[src/rtl/countdown_timer.sv]
// Countdown timer: the switch/button interface presets hh:mm:ss, then the count decrements on each 1 Hz tick.
// At 00:00:00 the alarm is raised until it is acknowledged or ALARM_TICKS ticks have elapsed.
module countdown_timer #(
    parameter int MAX_HOUR    = 23,
    parameter int ALARM_TICKS = 30
) (
    input  logic       clk,
    input  logic       rst,
    input  logic       en_timer,
    input  logic       set_timer,
    input  logic [4:0] sw,
    output logic       running,
    output logic       alarm,
    output logic [1:0] field_sel,
    output logic [7:0] bcd_timer_hour,
    output logic [7:0] bcd_timer_min,
    output logic [7:0] bcd_timer_sec
);

    typedef enum logic [1:0] {S_IDLE, S_RUN, S_PAUSE, S_DONE} state_t;

    localparam int         CW   = $clog2(ALARM_TICKS + 1);
    localparam logic [5:0] HMAX = 6'(MAX_HOUR);

    state_t          r_state;
    logic [5:0]      r_hour, r_min, r_sec;
    logic [5:0]      r_pre_hour, r_pre_min, r_pre_sec;
    logic [1:0]      r_field;
    logic [CW-1:0]   r_acnt;
    logic            r_running, r_alarm;

    logic [5:0]      w_sel_val, w_sel_max, w_inc, w_dec;
    logic            w_zero, w_last;

    function automatic logic [7:0] to_bcd(input logic [5:0] v);
        logic [7:0] b;
        b = {2'b00, v};
        return ((b / 8'd10) << 4) | (b % 8'd10);
    endfunction

    always_comb begin
        w_sel_val = r_hour;
        w_sel_max = HMAX;
        case (r_field)
            2'd0: begin w_sel_val = r_sec; w_sel_max = 6'd59; end
            2'd1: begin w_sel_val = r_min; w_sel_max = 6'd59; end
            default: ;
        endcase
        w_inc  = (w_sel_val == w_sel_max) ? 6'd0 : w_sel_val + 6'd1;
        w_dec  = (w_sel_val == 6'd0) ? w_sel_max : w_sel_val - 6'd1;
        w_zero = (r_hour == 6'd0) && (r_min == 6'd0) && (r_sec == 6'd0);
        // The tick that consumes the last second is the one that enters DONE.
        w_last = (r_hour == 6'd0) && (r_min == 6'd0) && (r_sec == 6'd1);
    end

    always_ff @(posedge clk or posedge rst) begin
        if (rst) begin
            r_state    <= S_IDLE;
            r_hour     <= '0;
            r_min      <= '0;
            r_sec      <= '0;
            r_pre_hour <= '0;
            r_pre_min  <= '0;
            r_pre_sec  <= '0;
            r_field    <= '0;
            r_acnt     <= '0;
            r_running  <= 1'b0;
            r_alarm    <= 1'b0;
        end else begin
            case (r_state)
                S_IDLE: if (set_timer) begin
                    if (sw[2]) begin
                        r_hour <= '0;
                        r_min  <= '0;
                        r_sec  <= '0;
                    end else if (sw[1]) begin
                        if (!w_zero) begin
                            r_pre_hour <= r_hour;
                            r_pre_min  <= r_min;
                            r_pre_sec  <= r_sec;
                            r_state    <= S_RUN;
                            r_running  <= 1'b1;
                        end
                    end else if (sw[3] || sw[4]) begin
                        case (r_field)
                            2'd0:    r_sec  <= sw[3] ? w_inc : w_dec;
                            2'd1:    r_min  <= sw[3] ? w_inc : w_dec;
                            default: r_hour <= sw[3] ? w_inc : w_dec;
                        endcase
                    end else if (sw[0]) begin
                        r_field <= (r_field == 2'd2) ? 2'd0 : r_field + 2'd1;
                    end
                end
                S_RUN, S_PAUSE: begin
                    if (set_timer && sw[2]) begin
                        r_hour    <= '0;
                        r_min     <= '0;
                        r_sec     <= '0;
                        r_field   <= '0;
                        r_state   <= S_IDLE;
                        r_running <= 1'b0;
                    end else if (set_timer && sw[1]) begin
                        r_state   <= (r_state == S_RUN) ? S_PAUSE : S_RUN;
                        r_running <= (r_state == S_PAUSE);
                    end else if (en_timer && r_state == S_RUN) begin
                        if (r_sec != 6'd0) begin
                            r_sec <= r_sec - 6'd1;
                        end else if (r_min != 6'd0) begin
                            r_sec <= 6'd59;
                            r_min <= r_min - 6'd1;
                        end else begin
                            r_sec  <= 6'd59;
                            r_min  <= 6'd59;
                            r_hour <= r_hour - 6'd1;
                        end
                        if (w_last) begin
                            r_state   <= S_DONE;
                            r_running <= 1'b0;
                            r_alarm   <= 1'b1;
                            r_acnt    <= '0;
                        end
                    end
                end
                S_DONE: begin
                    // Any acknowledging command is consumed here and never reaches the edit logic.
                    if ((set_timer && (sw != 5'd0)) ||
                        (en_timer && r_acnt == CW'(ALARM_TICKS - 1))) begin
                        r_hour  <= r_pre_hour;
                        r_min   <= r_pre_min;
                        r_sec   <= r_pre_sec;
                        r_field <= '0;
                        r_acnt  <= '0;
                        r_alarm <= 1'b0;
                        r_state <= S_IDLE;
                    end else if (en_timer) begin
                        r_acnt <= r_acnt + 1'b1;
                    end
                end
                default: r_state <= S_IDLE;
            endcase
        end
    end

    assign running        = r_running;
    assign alarm          = r_alarm;
    assign field_sel      = r_field;
    assign bcd_timer_hour = to_bcd(r_hour);
    assign bcd_timer_min  = to_bcd(r_min);
    assign bcd_timer_sec  = to_bcd(r_sec);

endmodule

[config.mk]
export PLATFORM = sky130hd
export DESIGN_NAME = countdown_timer
export DESIGN_NICKNAME = d
export VERILOG_FILES = /design/src/rtl/countdown_timer.sv
export SDC_FILE = /design/constraint.sdc
export NUM_CORES = 1
export LEC_CHECK = 0
export BUFFER_PORTS_ARGS = -buffer_cell sky130_fd_sc_hd__buf_2
export CAP_MARGIN = 10
export CORE_MARGIN = 8
export CORE_UTILIZATION = 55
export DETAILED_ROUTE_END_ITERATION = 6
export GPL_TIMING_DRIVEN = 0
export PLACE_DENSITY = 0.81
export SLEW_MARGIN = 30
export SYNTH_ARGS = -nofsm -noshare
export SYNTH_HDL_FRONTEND = slang
export SYNTH_SLANG_ARGS = --single-unit
[constraint.sdc]
create_clock -name clk -period 2.9 [get_ports clk]
set_input_delay 0.58 -clock clk [delete_from_list [all_inputs] [get_ports clk]]
set_output_delay 0.58 -clock clk [all_outputs]
set_load 0.005 [all_outputs]
==> flow_metrics.tcl <==
set metrics [dict create \
    status "finished, violations left" \
    violations "design-rule violations, negative setup slack" \
    worstReg2RegEnd "r_min[2]$_DFFE_PP0P_" \
    tightestPinTransition_ns 0.974 \
    layout_setup_ws_ns -0.446 \
    n_fill_cell 610 \
    drive_gt1_frac 0.304 \
    area_growth_pct 28.0 \
    syn_inst 548 \
    worstReg2RegStart "r_sec[1]$_DFFE_PP0P_" \
    num_vias 4741 \
    async_reset_ff_frac 1.00 \
    crit_path_start_kind "register" \
    reg2reg_depth 8 \
    r2r_slack_ns 0.12 \
    crit_path_max_fanout 4 \
    yosys_warnings 0 \
    met1_usage 0.287 \
    crit_required_ns 2.32 \
    end_kind "output pin" \
    dr.pass1.iters 7 \
    fin_crit_sh 1.15 \
    post-route-drc-count 2 \
    netlist_area_um2 4470 \
    final_util 0.711 \
    top_usage_layer "met2" \
    multi_input_area_um2 3480 \
    clock_skew_ns 0.00478 \
    numPortBuffers 33 \
    rsz0062_at_grt "yes" \
    hp-class "in2async" \
    slew_viol_final 0 \
    place_hpwl_um 9400 \
    crit_type "reg2out" \
    cts_buffers 5 \
    post-route-min-period_ns 3.35 \
    relSlewSlack 0.348 \
    hold_viol_final 0 \
    syn_area_per_cell_um2 8.16 \
    die_h_um 106 \
    met3_usage 0.0423 \
    synth.most_common_cell "nor2_1" \
    antenna_found_initial 0 \
    routabilityCongestion 0.959 \
    ys_seq_elements 47 \
    wirelength_um 14100 \
    cts_tree "yes" \
    synth_top_area_share 0.263 \
    start_util 0.555 \
    dieArea_um2 11300 \
    cts-root-buf "clkbuf_8" \
    grt_first_pass_wirelength_um 21600 \
    initialDrtViolationCount 417 \
    synth_fp_nets 585 \
    track_usage 0.229 \
    finalSetupViolations 7 \
    grt_pass1_vias 4361 \
    cts_max_level 2 \
    avgViaCountPerCell 6.53 \
    rows 33 \
    fin_nets 657 \
    ios 37 \
    grt_max_degree 32 \
    cts_sinks 47 \
    drv_cap 0 \
    synth-edff-count 0 \
    grt_overflow_total 0 \
    path_clk_slew_ns 0.09 \
    wire_per_inst_um 19.4 \
    cts_buffer_depth 2 \
    fmax_mhz 299 \
    synthTopCellsByCount "55 x nor2_1, 47 x dfrtp_1, 40 x a21oi_1" \
    synth_ff_type "dfrtp_1" \
    yosysTopAreaCell "dfrtp_1" \
    die_w_um 106 \
    antenna_cells 0 \
    drtAntennaViolNets 0 \
    yosysSeqAreaShare 0.263 \
    seqCellArea_um2 1190 \
    hold_slack_ns 0.250 \
    clk-insertion-delay-late_ns 0.31 \
    use_met2 0.388 \
    yosys.cell_types.count 75 \
    yosys-top-cells-area "dfrtp_1 26%, ha_1 7.8%, mux2_1 5.5%" \
    critPathArrivalTime_ns 2.77 \
    core_um2 8050 \
]
[cell usage in the layout, fill, tap and decap left out, types with 22 or more instances in the layout]
cell type  instances
ha_1              22
inv_1             22
a21oi_1           36
nand2_1           35
dfrtp_1           37
buf_4             45
nor2_1            50
mux2_1            22
buf_2             36
[through the flow]
stage	setup slack (ns)	instances	area, µm²	setup TNS, ns
2_1_floorplan	-0.0220	548	4520	-0.0220
3_3_place_gp	-0.457	686	4820	-8.83
3_5_place_dp	-0.529	687	4840	-11.56
4_1_cts	-0.405	709	5360	-2.45
5_1_grt	-0.550	726	5720	-3.93
6_report	-0.446	726	5720	-2.93
[final cells by class]
cell class	count	share of cell area
plain buffers	34	0.0374
clock buffers	6	0.0127
clock inverters	2	0.0105
inverters	31	0.0221
multi-input cells	432	0.608
flip-flops and latches	47	0.208
well taps	105	0.0230
repair buffers	69	0.0789
[critical path: stages (launching register included)]
cell	delay [ns]
dfrtp_2	0.39
buf_8	0.11
inv_6	0.03
ha_4	0.26
and3b_1	0.16
o211ai_1	0.18
buf_4	0.19
a211oi_2	0.10
a2111o_1	0.47
a2111oi_4	0.31
o211ai_1	0.12
buf_2	0.15
[cell families (layout without fill, tap and decap cells)]
group	count (synthesis)	count (layout)	share of synthesized area
AOI/OAI and AO/OA	175	175	0.274
DFF	47	47	0.263
muxes	40	40	0.0985
adders and majority gates	29	29	0.0806
and+or+nand+nor	171	171	0.188
xor gates and xnor gates	17	17	0.0333
buffers and inverters	69	142	0.0633
[state kept, by name (all words and copies together) (netlist names)]
signal and flops:
r_hour 6, r_min 6, r_pre_hour 6, r_pre_min 6
r_pre_sec 6, r_sec 6, r_acnt 5, field_sel 2
r_state 2, alarm 1, running 1
[timing repair]
action | CTS | global route
setup endpoints to repair | 47 | 37
hold endpoints to repair | 0 | 0
gates resized for setup | 74 | 61
pin swaps | 16 | 15
buffers inserted | 16 | 19
hold buffers | 0 | 0
gates cloned | 0 | 0
[metal layers]
metal  wire length [µm]  vias to the layer above  share of wire
met5                  0                        -              0
met4                421                        0          0.030
met1               5840                     2268           0.42
li1                   -                     2179              -
met3               1060                       50          0.075
met2               6740                      244           0.48
[worst max path at each step]
stage                              from               endpoint  slack, ns  depth (start not counted)
2_1_floorplan     r_hour[4]$_DFFE_PP0P_      bcd_timer_hour[7]      -0.02                         12
3_3_place_gp   field_sel[0]$_DFFE_PP0P_  r_hour[3]$_DFFE_PP0P_      -0.46                          8
3_5_place_dp   field_sel[0]$_DFFE_PP0P_  r_hour[3]$_DFFE_PP0P_      -0.53                          8
4_1_cts           r_hour[4]$_DFFE_PP0P_      bcd_timer_hour[5]      -0.41                         11
5_1_grt           r_hour[4]$_DFFE_PP0P_      bcd_timer_hour[1]      -0.55                         12
6_report          r_hour[4]$_DFFE_PP0P_      bcd_timer_hour[5]      -0.45                         11
Power is not shown: default switching activity piles up to over one toggle a cycle in this logic, so the estimate is an artifact.
